===== config.mk =====
export PLATFORM = sky130hd
export DESIGN_NAME = exception_ctrl_flat
export DESIGN_NICKNAME = d
export VERILOG_FILES = /design/src/rtl/exception_ctrl_if.sv /design/src/rtl/exception_ctrl.sv /design/src/flat_wrapper.sv
export SDC_FILE = /design/constraint.sdc
export NUM_CORES = 1
export LEC_CHECK = 0
export BUFFER_PORTS_ARGS = -buffer_cell sky130_fd_sc_hd__buf_2
export CAP_MARGIN = 20
export CORE_AREA = 2 2 155 157
export CTS_CLUSTER_DIAMETER = 100
export CTS_CLUSTER_SIZE = 16
export DETAILED_ROUTE_END_ITERATION = 8
export DIE_AREA = 0 0 157 159
export SYNTH_ARGS = -nofsm -noshare
export SYNTH_HDL_FRONTEND = slang
export SYNTH_SLANG_ARGS = --single-unit

===== constraint.sdc =====
create_clock -name clk -period 2.22 [get_ports clk]
set_input_delay 0.222 -clock clk [delete_from_list [all_inputs] [get_ports clk]]
set_output_delay 0.222 -clock clk [all_outputs]
set_load 0.03 [all_outputs]

===== src/rtl/exception_ctrl_if.sv =====
// M-stage exception bundle: instruction state in,
// flush/redirect and CP0 commit data out.
interface exception_ctrl_if;
  logic        valid_m;
  logic [31:0] pc_m;
  logic        bd_m;
  logic [31:0] mem_addr_m;
  logic        adel_if;
  logic        adel_mem;
  logic        ades;
  logic        syscall;
  logic        brk;
  logic        eret;
  logic        ri;
  logic        ov;
  logic        flush;
  logic [31:0] redirect_pc;
  logic        exc_commit;
  logic [4:0]  exc_code;
  logic        exc_bd;
  logic [31:0] exc_epc;
  logic        badvaddr_we;
  logic [31:0] badvaddr;
  logic        eret_commit;

  modport master (
    output valid_m, pc_m, bd_m, mem_addr_m,
    output adel_if, adel_mem, ades, syscall,
    output brk, eret, ri, ov,
    input  flush, redirect_pc, exc_commit,
    input  exc_code, exc_bd, exc_epc,
    input  badvaddr_we, badvaddr, eret_commit
  );

  modport slave (
    input  valid_m, pc_m, bd_m, mem_addr_m,
    input  adel_if, adel_mem, ades, syscall,
    input  brk, eret, ri, ov,
    output flush, redirect_pc, exc_commit,
    output exc_code, exc_bd, exc_epc,
    output badvaddr_we, badvaddr, eret_commit
  );
endinterface


===== src/rtl/exception_ctrl.sv =====
// M-stage exception/interrupt resolver with registered
// flush pulse, interrupt synchroniser and Count/Compare timer.
module exception_ctrl #(
  parameter int          NUM_EXT_INT = 6,
  parameter int          SYNC_STAGES = 2,
  parameter logic [31:0] EXC_VECTOR  = 32'hBFC00380,
  parameter bit          TIMER_EN    = 1'b1
) (
  input  logic                   clk,
  input  logic                   resetn,
  input  logic [NUM_EXT_INT-1:0] ext_int,
  exception_ctrl_if.slave        m,
  input  logic [31:0]            cp0_status,
  input  logic [31:0]            cp0_cause,
  input  logic [31:0]            cp0_epc,
  input  logic                   cp0_we,
  input  logic [4:0]             cp0_waddr,
  input  logic [31:0]            cp0_wdata,
  output logic [5:0]             hw_ip,
  output logic                   timer_int,
  output logic [31:0]            count,
  output logic [31:0]            compare
);

  typedef enum logic [1:0] {
    IDLE  = 2'd0,
    TAKEN = 2'd1,
    HOLD  = 2'd2
  } state_t;

  state_t state;

  logic [NUM_EXT_INT-1:0] sync_q [SYNC_STAGES];
  logic [5:0]             ext_ip;
  logic                   int_req;
  logic                   det;
  logic                   is_eret;
  logic                   bad_we;
  logic [4:0]             code;
  logic [31:0]            bad_addr;

  // Metastability chain on each external interrupt line
  always_ff @(posedge clk or negedge resetn) begin
    if (!resetn) begin
      for (int i = 0; i < SYNC_STAGES; i++)
        sync_q[i] <= '0;
    end else begin
      sync_q[0] <= ext_int;
      for (int i = 1; i < SYNC_STAGES; i++)
        sync_q[i] <= sync_q[i-1];
    end
  end

  assign ext_ip = 6'(sync_q[SYNC_STAGES-1]);
  assign hw_ip  = {ext_ip[5] | timer_int, ext_ip[4:0]};

  assign int_req = (|({hw_ip, cp0_cause[9:8]}
                      & cp0_status[15:8]))
                   && !cp0_status[1]
                   && cp0_status[0];

  // Priority pick of the cause for the M instruction
  always_comb begin
    det      = 1'b1;
    is_eret  = 1'b0;
    bad_we   = 1'b0;
    code     = 5'h00;
    bad_addr = m.mem_addr_m;
    priority case (1'b1)
      int_req: code = 5'h00;
      m.adel_if: begin
        code     = 5'h04;
        bad_we   = 1'b1;
        bad_addr = m.pc_m;
      end
      m.adel_mem: begin
        code   = 5'h04;
        bad_we = 1'b1;
      end
      m.ades: begin
        code   = 5'h05;
        bad_we = 1'b1;
      end
      m.syscall: code = 5'h08;
      m.brk:     code = 5'h09;
      m.eret:    is_eret = 1'b1;
      m.ri:      code = 5'h0A;
      m.ov:      code = 5'h0C;
      default:   det = 1'b0;
    endcase
  end

  // Take/hold FSM; outputs pulse for one cycle after a decision
  always_ff @(posedge clk or negedge resetn) begin
    if (!resetn) begin
      state         <= IDLE;
      m.flush       <= 1'b0;
      m.redirect_pc <= '0;
      m.exc_commit  <= 1'b0;
      m.exc_code    <= '0;
      m.exc_bd      <= 1'b0;
      m.exc_epc     <= '0;
      m.badvaddr_we <= 1'b0;
      m.badvaddr    <= '0;
      m.eret_commit <= 1'b0;
    end else begin
      m.flush       <= 1'b0;
      m.redirect_pc <= '0;
      m.exc_commit  <= 1'b0;
      m.exc_code    <= '0;
      m.exc_bd      <= 1'b0;
      m.exc_epc     <= '0;
      m.badvaddr_we <= 1'b0;
      m.badvaddr    <= '0;
      m.eret_commit <= 1'b0;
      unique case (state)
        IDLE: begin
          if (m.valid_m && det) begin
            state         <= TAKEN;
            m.flush       <= 1'b1;
            m.eret_commit <= is_eret;
            m.exc_commit  <= !is_eret;
            if (is_eret) begin
              m.redirect_pc <= cp0_epc;
            end else begin
              m.redirect_pc <= EXC_VECTOR;
              m.exc_code    <= code;
              m.exc_bd      <= m.bd_m;
              m.exc_epc     <= m.bd_m ? m.pc_m - 32'd4
                                      : m.pc_m;
              m.badvaddr_we <= bad_we;
              m.badvaddr    <= bad_we ? bad_addr : '0;
            end
          end
        end
        TAKEN:   state <= HOLD;
        HOLD:    state <= IDLE;
        default: state <= IDLE;
      endcase
    end
  end

  generate
    if (TIMER_EN) begin : g_timer
      logic toggle;
      logic upd;
      logic count_we;
      logic cmp_we;

      assign count_we = cp0_we && (cp0_waddr == 5'd9);
      assign cmp_we   = cp0_we && (cp0_waddr == 5'd11);

      // Half-rate Count, Compare match latches timer_int
      always_ff @(posedge clk or negedge resetn) begin
        if (!resetn) begin
          count     <= '0;
          compare   <= '0;
          toggle    <= 1'b0;
          upd       <= 1'b0;
          timer_int <= 1'b0;
        end else begin
          if (count_we) begin
            count  <= cp0_wdata;
            toggle <= 1'b0;
            upd    <= 1'b1;
          end else begin
            count  <= count + {31'd0, toggle};
            toggle <= ~toggle;
            upd    <= toggle;
          end
          if (cmp_we) begin
            compare   <= cp0_wdata;
            timer_int <= 1'b0;
          end else if (upd && count == compare) begin
            timer_int <= 1'b1;
          end
        end
      end
    end else begin : g_no_timer
      logic unused_timer;
      assign unused_timer = ^{cp0_we, cp0_waddr, cp0_wdata};
      assign count     = '0;
      assign compare   = '0;
      assign timer_int = 1'b0;
    end
  endgenerate

  logic unused_bits;
  assign unused_bits = ^{cp0_status[31:16], cp0_status[7:2],
                         cp0_cause[31:10], cp0_cause[7:0]};

endmodule


===== src/flat_wrapper.sv =====
// flat-port wrapper written by rule: the top's interface ports become plain ports
module exception_ctrl_flat 
#(
  parameter int          NUM_EXT_INT = 6,
  parameter int          SYNC_STAGES = 2,
  parameter logic [31:0] EXC_VECTOR  = 32'hBFC00380,
  parameter bit          TIMER_EN    = 1'b1
)
  (clk, resetn, ext_int, cp0_status, cp0_cause, cp0_epc, cp0_we, cp0_waddr, cp0_wdata, hw_ip, timer_int, count, compare, m_valid_m, m_pc_m, m_bd_m, m_mem_addr_m, m_adel_if, m_adel_mem, m_ades, m_syscall, m_brk, m_eret, m_ri, m_ov, m_flush, m_redirect_pc, m_exc_commit, m_exc_code, m_exc_bd, m_exc_epc, m_badvaddr_we, m_badvaddr, m_eret_commit);
  exception_ctrl_if m_i ();
  input  logic clk;
  input  logic resetn;
  input  logic [NUM_EXT_INT-1:0] ext_int;
  input  logic [31:0] cp0_status;
  input  logic [31:0] cp0_cause;
  input  logic [31:0] cp0_epc;
  input  logic cp0_we;
  input  logic [4:0] cp0_waddr;
  input  logic [31:0] cp0_wdata;
  output logic [5:0] hw_ip;
  output logic timer_int;
  output logic [31:0] count;
  output logic [31:0] compare;
  input wire logic [$bits(m_i.valid_m)-1:0] m_valid_m;
  input wire logic [$bits(m_i.pc_m)-1:0] m_pc_m;
  input wire logic [$bits(m_i.bd_m)-1:0] m_bd_m;
  input wire logic [$bits(m_i.mem_addr_m)-1:0] m_mem_addr_m;
  input wire logic [$bits(m_i.adel_if)-1:0] m_adel_if;
  input wire logic [$bits(m_i.adel_mem)-1:0] m_adel_mem;
  input wire logic [$bits(m_i.ades)-1:0] m_ades;
  input wire logic [$bits(m_i.syscall)-1:0] m_syscall;
  input wire logic [$bits(m_i.brk)-1:0] m_brk;
  input wire logic [$bits(m_i.eret)-1:0] m_eret;
  input wire logic [$bits(m_i.ri)-1:0] m_ri;
  input wire logic [$bits(m_i.ov)-1:0] m_ov;
  output wire logic [$bits(m_i.flush)-1:0] m_flush;
  output wire logic [$bits(m_i.redirect_pc)-1:0] m_redirect_pc;
  output wire logic [$bits(m_i.exc_commit)-1:0] m_exc_commit;
  output wire logic [$bits(m_i.exc_code)-1:0] m_exc_code;
  output wire logic [$bits(m_i.exc_bd)-1:0] m_exc_bd;
  output wire logic [$bits(m_i.exc_epc)-1:0] m_exc_epc;
  output wire logic [$bits(m_i.badvaddr_we)-1:0] m_badvaddr_we;
  output wire logic [$bits(m_i.badvaddr)-1:0] m_badvaddr;
  output wire logic [$bits(m_i.eret_commit)-1:0] m_eret_commit;
  assign m_i.valid_m = m_valid_m;
  assign m_i.pc_m = m_pc_m;
  assign m_i.bd_m = m_bd_m;
  assign m_i.mem_addr_m = m_mem_addr_m;
  assign m_i.adel_if = m_adel_if;
  assign m_i.adel_mem = m_adel_mem;
  assign m_i.ades = m_ades;
  assign m_i.syscall = m_syscall;
  assign m_i.brk = m_brk;
  assign m_i.eret = m_eret;
  assign m_i.ri = m_ri;
  assign m_i.ov = m_ov;
  assign m_flush = m_i.flush;
  assign m_redirect_pc = m_i.redirect_pc;
  assign m_exc_commit = m_i.exc_commit;
  assign m_exc_code = m_i.exc_code;
  assign m_exc_bd = m_i.exc_bd;
  assign m_exc_epc = m_i.exc_epc;
  assign m_badvaddr_we = m_i.badvaddr_we;
  assign m_badvaddr = m_i.badvaddr;
  assign m_eret_commit = m_i.eret_commit;
  exception_ctrl #(.NUM_EXT_INT(NUM_EXT_INT), .SYNC_STAGES(SYNC_STAGES), .EXC_VECTOR(EXC_VECTOR), .TIMER_EN(TIMER_EN)) u_core (.clk(clk), .resetn(resetn), .ext_int(ext_int), .m(m_i), .cp0_status(cp0_status), .cp0_cause(cp0_cause), .cp0_epc(cp0_epc), .cp0_we(cp0_we), .cp0_waddr(cp0_waddr), .cp0_wdata(cp0_wdata), .hw_ip(hw_ip), .timer_int(timer_int), .count(count), .compare(compare));
endmodule

### Yosys cells after proc, flatten, opt, wreduce, memory -nomap -nowiden

Index checks and enable logic that the tools add are counted.
Widths: inputs -> output; s select.

| storage, ports and cells | value |
|---|---|
| input bits | 216 |
| output and inout port bits | 177 |
| word-level logic and storage cells | 102 |
| register bits | 187 |

| operators by class | value |
|---|---|
| equality and inequality tests | 5 |
| mux-type cells | 64 |
| reduce and logical (&&, ||, !) cells | 11 |
| bitwise logic cells | 3 |
| add/sub/neg operators | 2 |

Operators by type and width:

| cell | number |
|---|---|
| $mux 32 | 14 |
| $mux 5 | 11 |
| $mux 1 | 36 |
| $add 32x1->32 | 1 |
| $eq 32x32->1 | 1 |
| $sub 32x3->32 const B | 1 |
| $eq 5x4->1 const B | 2 |
| $and 8x8->8 | 1 |
| $reduce_or 8->1 | 1 |
| $logic_and 1x1->1 | 6 |
| $mux 4 | 1 |
| $pmux 2 s2 | 1 |
| $eq 2x1->1 const B | 1 |
| $logic_not 1->1 | 2 |
| $logic_not 2->1 | 1 |
| $mux 2 | 1 |
| $ne 2x1->1 const B | 1 |
| $reduce_bool 2->1 | 1 |
| $not 1->1 | 1 |
| $or 1x1->1 | 1 |

### Longest topological paths before layout

Gate-level depths: netlist of the first run.

| logic depth | value |
|---|---|
| depth in word-level cells | 12 |
| mapped depth | 8 |
| mapped depth without buffers | 7 |

### Worst setup path after synthesis of the first run

OpenSTA, ideal clock, no wires.

| timing path | value |
|---|---|
| path type | flip-flop to flip-flop |
| start point | register u_core.count[0] |
| end point | register u_core.count[26] |
| data required time | 2.143 ns |
| slack | -0.055 ns |
| buffers on the path | 0 |
| period minus slack after synthesis | 2.275 ns |
| cell stages (with the launch flop) | 8 |
| data arrival time | 2.198 ns |
| library setup time | 0.077 ns |
| path through | dfrtp_1 -> ha_1 -> ha_1 -> nand4_1 -> nor4_2 -> nand4_1 -> xor2_1 -> a21oi_1 |

| between the ends | value |
|---|---|
| cells in the longest elaborated chain, start to end | 2 |

Ends and longest elaborated chain:

| what | RTL line | source |
|---|---|---|
| start: declaration | exception_ctrl.sv:21 | `output logic [31:0] count,` |
| start signal: assignment | exception_ctrl.sv:163 | `count <= cp0_wdata;` |
| start signal: assignment | exception_ctrl.sv:167 | `count <= count + {31'd0, toggle};` |
| $add 32x1->32 | exception_ctrl.sv:167 |  |
| $mux 32 | exception_ctrl.sv:162 | `if (count_we) begin` |

No other way between the ends.
A chain may end at the register's enable or synchronous reset.

### Worst setup path after layout of the first run

Same ends and word-level chain as after synthesis.

==> results.yml, run 1 <==
synth:
  synth-edff-count: 0
  yosys_warnings: 0
  netlist_instances: 716
  async_flop_share_pct: 100.0
  yosysMostFrequentCell: "dfrtp_1"
  synth_area_leader_cell: "dfrtp_1"
  synth_top_area_share_pct: 57.34
  synth_commonest_cells: "dfrtp_1 (186), nor2_1 (111), xnor2_1 (51)"
  syn_nets: 935
  ys_types: 44
  yosysSeqAreaShare_pct: 57.34
  synth_seq_cells: 186
  synth_flop_cell: "dfrtp_1"
  synth.cell_area_um2: 8118
  synth_top_cells_by_area: "dfrtp_1 (57%), xnor2_1 (5.5%), nor2_1 (5.1%)"
  syn_area_per_cell_um2: 11.34
grt:
  grt-ovfl-total: 0
  grt_usage_pct: 18.66
  grt_pass1_vias: 6659
  antenna_found_initial: 2
  grt_pass1_wl_um: 36110
  grt_max_degree: 63
worst_setup_path:
  startpoint_type: "register"
  r2r-start: "u_core.count[0]$_DFF_PN0_"
  worstSetupPathType: "reg2reg"
  crit_chain: "ha_1 > ha_1 > nand4_1 > nor4_4 > buf_6 > nand4_1 > xor2_1 > a21oi_1"
  slowest_delay_ns: 0.39
  r2r-end: "u_core.count[26]$_DFF_PN0_"
  required_ns: 2.49
  rr_worst_depth: 8
  cp-startpoint: "u_core.count[0]$_DFF_PN0_"
  r2r_slack_ns: 0.16
  cp_data_arrival_time_ns: 2.33
  crit_slowest_cell: "dfrtp_1"
  crit_path_end_kind: "register"
  crit_fanout: 9
final_layout:
  antennaDiodeCount: 0
  multi_input_area_um2: 3276
  n_fill_cell: 2195
  drive_above_1_share_pct: 41.86
  seq_area_um2: 4654
  nNetsFinal: 1312
  area_growth_pct: 38.19
pwr:
  peakVddDrop_mv: 0.5800
  total_power_mw: 10.27
  p_per_area_nw_per_um2: 915.1
  p_leak_nw: 5.584
placed_design:
  place.gp.congestion: 0.8199
  dp_hpwl_um: 17930
  dp_slack_ns: 0.006941
  placement.io_buffers: 339
routing:
  vias_per_cell: 4.705
  drc: 0
  vias: 6705
  ant_nets: 0
  drtPass1Iterations: 5
  routed_wl_um: 23540
  drtIter0Drc: 307
  routedWlPerCell_um: 16.52
sta:
  timing.fmax_ghz: 0.4844
  finalHoldViolCount: 0
  report.final.slew_viol_count: 0
  setup_viol: 0
  fin_ws_ns: 0.1557
  hold_ws_ns: 0.03141
  finClkSkew_ns: 0.01267
  min_period_ns: 2.064
  relSlewSlack_pct: 58.19
  fin_crit_sh_pct: 92.99
  tightest_slew_ns: 0.6272
  rsz0062_at_grt: "false"
worst_hold_path:
  min-delay-start: "cp0_epc[0]"
  holdPathStages: 2
  worstHoldPathType: "in2reg"
  min_to: "u_core.m.redirect_pc[0]$_DFF_PN0_"
run:
  max_cap_violations: 0
clock_tree:
  post-cts-setup-buffers: 0
  ctsHtreeMaxLevel: 4
  cts.sinks: 186
  cts_tree: "done"
  clk_pin_slew_ns: 0.08
  cts_root_buffer: "clkbuf_16"
  numCtsBuffers: 17
  cts_buffer_depth: 2
  clock_latency_ns: 0.42
outcome:
  status: "finished, final reports clean"
floorplan:
  die_h_um: 159
  dieArea_um2: 24960
  die_w_um: 157
  rows: 56
  coreArea_um2: 23190
  start_util_pct: 35.00
  boundaryPins: 393
==> report_power, final <==
group | switching (mW) | total (mW) | internal, mW
combinational | 1.85 | 2.93 | 1.08
clock | 1.48 | 2.99 | 1.51
sequential | 0.512 | 4.35 | 3.84
total | 3.84 | 10.3 | 6.42
==> cell usage in the layout, fill, tap and decap left out, drive strengths merged, types with 2 or more instances in the layout <==
master | synthesis | layout
buf | 9 | 366
dfrtp | 186 | 186
nor2 | 115 | 115
xnor2 | 51 | 51
a21oi | 44 | 44
xor2 | 39 | 39
mux2 | 35 | 35
mux2i | 32 | 32
dlygate4sd3 | 0 | 29
nand3 | 22 | 22
and2 | 20 | 20
inv | 13 | 20
nor4 | 19 | 19
nand4 | 18 | 18
clkbuf | 29 | 18
nand2 | 16 | 16
nor3 | 15 | 15
o21ai | 14 | 14
clkinv | 0 | 7
and3 | 5 | 5
or2 | 4 | 4
or4 | 4 | 4
nand3b | 3 | 3
or3 | 3 | 3
ha | 3 | 3
and4 | 2 | 2
nor2b | 2 | 2
==> flip-flops by register name, indices dropped and copies added, names as in the netlist, 2 cells and up <==
signal	cells
u_core.compare	32
u_core.count	32
u_core.ext_ip	6
u_core.m.badvaddr	32
u_core.m.exc_code	4
u_core.m.exc_epc	32
u_core.m.redirect_pc	32
u_core.state	2
u_core.sync_q	6
==> worst max path at each step <==
stage                                                  to
after floorplan            u_core.m.exc_epc[15]$_DFF_PN0_
after global placement     u_core.m.exc_epc[29]$_DFF_PN0_
after detailed placement   u_core.m.exc_epc[29]$_DFF_PN0_
after CTS                 u_core.m.badvaddr[27]$_DFF_PN0_
after global routing           u_core.count[26]$_DFF_PN0_
final                          u_core.count[26]$_DFF_PN0_
==> cell families (layout without fill, tap and decap cells) <==
family,Yosys count,in the layout,share of synthesized area (%)
muxes,67,67,8.801
buffers and inverters,51,441,2.820
xor gates and xnor gates,90,90,9.710
and+or+nand+nor,252,252,16.29
DFF,186,186,57.34
adders and majority gates,3,3,0.4624
other,1,1,0.04619
AOI/OAI and AO/OA,66,66,4.532
==> critical path: cells and delay by family, from the launching register on <==
kind / cells / cell delay [ns]
compound gates: 1 / 0.09
xor+xnor: 1 / 0.16
simple gates: 3 / 0.63
buf+inv: 1 / 0.18
fa+ha+maj: 2 / 0.47
flops: 1 / 0.39
==> per-layer routing <==
layer / wire (µm) / track usage [%] / vias to the layer above / part of all wire [%]
li1: - / - / 3190 / -
met1: 9782 / 22.90 / 3258 / 42
met2: 11810 / 31.82 / 235 / 50
met3: 1706 / 5.961 / 18 / 7.2
met4: 227 / 4.545 / 4 / 0.96
met5: 21 / 0 / - / 0.089
==> repair_timing <==
| action | in CTS | in global routing |
|---|---|---|
| hold endpoints to repair | 73 | 1 |
| resized for setup | 0 | 4 |
| hold buffers | 28 | 1 |
| endpoints found under the setup margin | 0 | 45 |
==> layout make-up <==
type	count	share of cell area, %
Clock buffer	17	3.792
Tap cell	319	3.558
Inverter	13	0.4350
Multi-Input combinational cell	479	29.20
Clock inverter	15	1.383
Sequential cell	186	41.49
Timing Repair Buffer	396	20.14
==> stage by stage <==
stage	cell area, µm²	cells	util (%)	TNS, ns
floorplan	8127	716	-	0
global placement	10330	1364	44.52	-0.002217
detailed placement	10330	1364	44.52	0
CTS	11190	1424	48.24	0
global route	11220	1425	48.37	0
finish	11220	1425	48.37	0
Note: power is estimated with default switching activity, not from simulation.
==> run 2: changes to the inputs <==
--- a/config.mk
+++ b/config.mk
@@ -7,11 +7,11 @@
 export LEC_CHECK = 0
 export BUFFER_PORTS_ARGS = -buffer_cell sky130_fd_sc_hd__buf_2
 export CAP_MARGIN = 20
-export CORE_AREA = 2 2 155 157
+export CORE_MARGIN = 2
+export CORE_UTILIZATION = 31
 export CTS_CLUSTER_DIAMETER = 100
 export CTS_CLUSTER_SIZE = 16
 export DETAILED_ROUTE_END_ITERATION = 8
-export DIE_AREA = 0 0 157 159
 export SYNTH_ARGS = -nofsm -noshare
 export SYNTH_HDL_FRONTEND = slang
 export SYNTH_SLANG_ARGS = --single-unit
==> run 2 against run 1 <==
Clock-buffer cell count grew 1. Sequential cell count is the same. Worst hold slack gained 0.00073 ns. Largest power group unchanged.
==> results.yml, run 2 (synthesis gave the netlist of run 1 again) <==
outcome:
  status: "finished, final reports clean"
floorplan:
  dieArea_um2: 27500
  start_util_pct: 31.33
  rows: 59
  die_h_um: 165.8
  coreArea_um2: 25910
  die_w_um: 165.8
  boundaryPins: 393
final_layout:
  area_growth_pct: 39.09
  final_common_cell: "buf_2"
  seq_area_um2: 4654
  final_cell_mix: "buf_2 (338), dfrtp_1 (186), nor2_1 (111), xnor2_1 (51), a21oi_1 (44)"
  nNetsFinal: 1315
  multi_input_area_um2: 3267
  drive_above_1_share_pct: 41.84
  n_fill_cell: 2532
  antennaDiodeCount: 0
  finish.utilization_pct: 43.58
grt:
  grt_util_met3_pct: 5.672
  use_met2_pct: 29.77
  busiest_layer: "met2"
  grt_pass1_vias: 6952
  grt_usage_pct: 17.66
  grt_pass1_wl_um: 38400
  antenna_found_initial: 0
  grtUsageMet1_pct: 21.71
  grt_max_degree: 63
  grt-ovfl-total: 0
worst_setup_path:
  crit_top_cell: "nand4_1"
  crit_fanout: 9
  slowest_delay_ns: 0.39
  worst-path-buf-inv: 1
  crit_path_end_kind: "register"
  crit_slowest_cell: "dfrtp_1"
  cp-startpoint: "u_core.count[0]$_DFF_PN0_"
  required_ns: 2.56
  cp_data_arrival_time_ns: 2.39
  cp_top_family: "simple AND/OR/NAND/NOR gates"
  worstSetupPathType: "reg2reg"
  startpoint_type: "register"
  crit_chain: "ha_2 > ha_1 > nand4_1 > nor4_4 > buf_4 > nand4_1 > xor2_1 > a21oi_1"
  r2r-start: "u_core.count[0]$_DFF_PN0_"
clock_tree:
  cts.sinks: 186
  ctsHtreeMaxLevel: 4
  cts_root_buffer: "clkbuf_16"
  cts_buffer_depth: 2
  clk_pin_slew_ns: 0.08
  cts_tree: "done"
  numCtsBuffers: 17
  post-cts-setup-buffers: 0
  clock_latency_ns: 0.42
routing:
  drc: 0
  vias_per_cell: 4.677
  drtPass1Iterations: 4
  routed_wl_um: 24130
  vias: 6754
  ant_nets: 0
  drtIter0Drc: 327
  routedWlPerCell_um: 16.71
pwr:
  switching_share_pct: 36.84
  combPwrFrac_pct: 29.0
  p_leak_nw: 5.614
  p_per_area_nw_per_um2: 923.5
  p_clk_share_pct: 29.5
  netSwitchingPower_mw: 3.841
  peakVddDrop_mv: 0.5547
  total_power_mw: 10.43
  p_int_mw: 6.586
  sequentialPowerShare_pct: 41.5
sta:
  tightest_slew_ns: 0.6012
  min_period_ns: 2.045
  tns_ns: 0
  timing.fmax_ghz: 0.4890
  setup_viol: 0
  hold_ws_ns: 0.03214
  finClkSkew_ns: 0.009695
  fin_crit_sh_pct: 92.11
  relSlewSlack_pct: 59.92
  rsz0062_at_grt: "false"
  finalHoldViolCount: 0
  report.final.slew_viol_count: 0
worst_hold_path:
  min-delay-start: "m_mem_addr_m[9]"
  worstHoldPathType: "in2reg"
placed_design:
  place.gp.congestion: 0.8302
  dp_hpwl_um: 18390
  placement.io_buffers: 339
run:
  max_cap_violations: 0
## run 2: layer usage
| metal | routed length (µm) | share of wire [%] | vias to the layer above |
|---|---|---|---|
| met5 | 0 | 0 | - |
| met1 | 10020 | 42 | 3288 |
| met4 | 419 | 1.7 | 0 |
| met2 | 11850 | 49 | 252 |
| met3 | 1842 | 7.6 | 25 |
| li1 | - | - | 3189 |
## run 2: final timing paths
| check | to | slack, ns | cells after the start |
|---|---|---|---|
| worst max-delay path | u_core.count[26]$_DFF_PN0_ | 0.18 | 8 |
| worst min-delay path | u_core.m.badvaddr[9]$_DFF_PN0_ | 0.03 | 3 |
| worst max register to register | u_core.count[26]$_DFF_PN0_ | 0.18 | 8 |
| worst min register to register | u_core.ext_ip[3]$_DFF_PN0_ | 0.35 | 0 |
| max in group asynchronous | u_core.compare[4]$_DFFE_PN0P_ | 1.18 | 3 |
| min in group asynchronous | u_core.m.redirect_pc[21]$_DFF_PN0_ | 0.35 | 2 |
## run 2: worst reg2reg max path, delay by kind of cell, from the launching register on
family | cells | cell delay [ns]
AO/OA/AOI/OAI | 1 | 0.14
AND/OR/NAND/NOR | 3 | 0.61
buffers and inverters | 1 | 0.22
flip-flops | 1 | 0.39
adder cells (fa/ha/maj) | 2 | 0.45
XOR/XNOR | 1 | 0.16
## run 2: power groups by stage
stage | sequential [mW] | clock [mW] | combinational [mW]
after floorplan | 5.16 | 0 | 1.06
after global placement | 4.38 | 0 | 2.99
after global routing | 4.40 | 3.33 | 3.26
after CTS | 4.33 | 3.19 | 3.05
final | 4.33 | 3.08 | 3.02
after detailed placement | 4.40 | 0 | 3.01
## run 2: cell type report
cell class,count,share of cell area (%)
sequential,186,41.22
multi-input combinational,479,28.93
timing repair buffer,399,20.42
clock buffer,18,3.890
tap,335,3.712
clock inverter,14,1.385
inverter,13,0.4322
## run 2: repair_timing
item,in CTS,in global routing
hold endpoints to repair,83,0
hold buffers,30,0
endpoints found under the setup margin,0,7
resized for setup,0,2
## run 2: per-stage QoR
step	cells	area, µm²	setup WS [ns]
6_report	1444	11290	0.1752
3_3_place_gp	1382	10390	0.01325
2_1_floorplan	716	8127	0.04509
5_1_grt	1444	11290	0.01641
3_5_place_dp	1382	10390	-0.01718
4_1_cts	1444	11280	0.1022
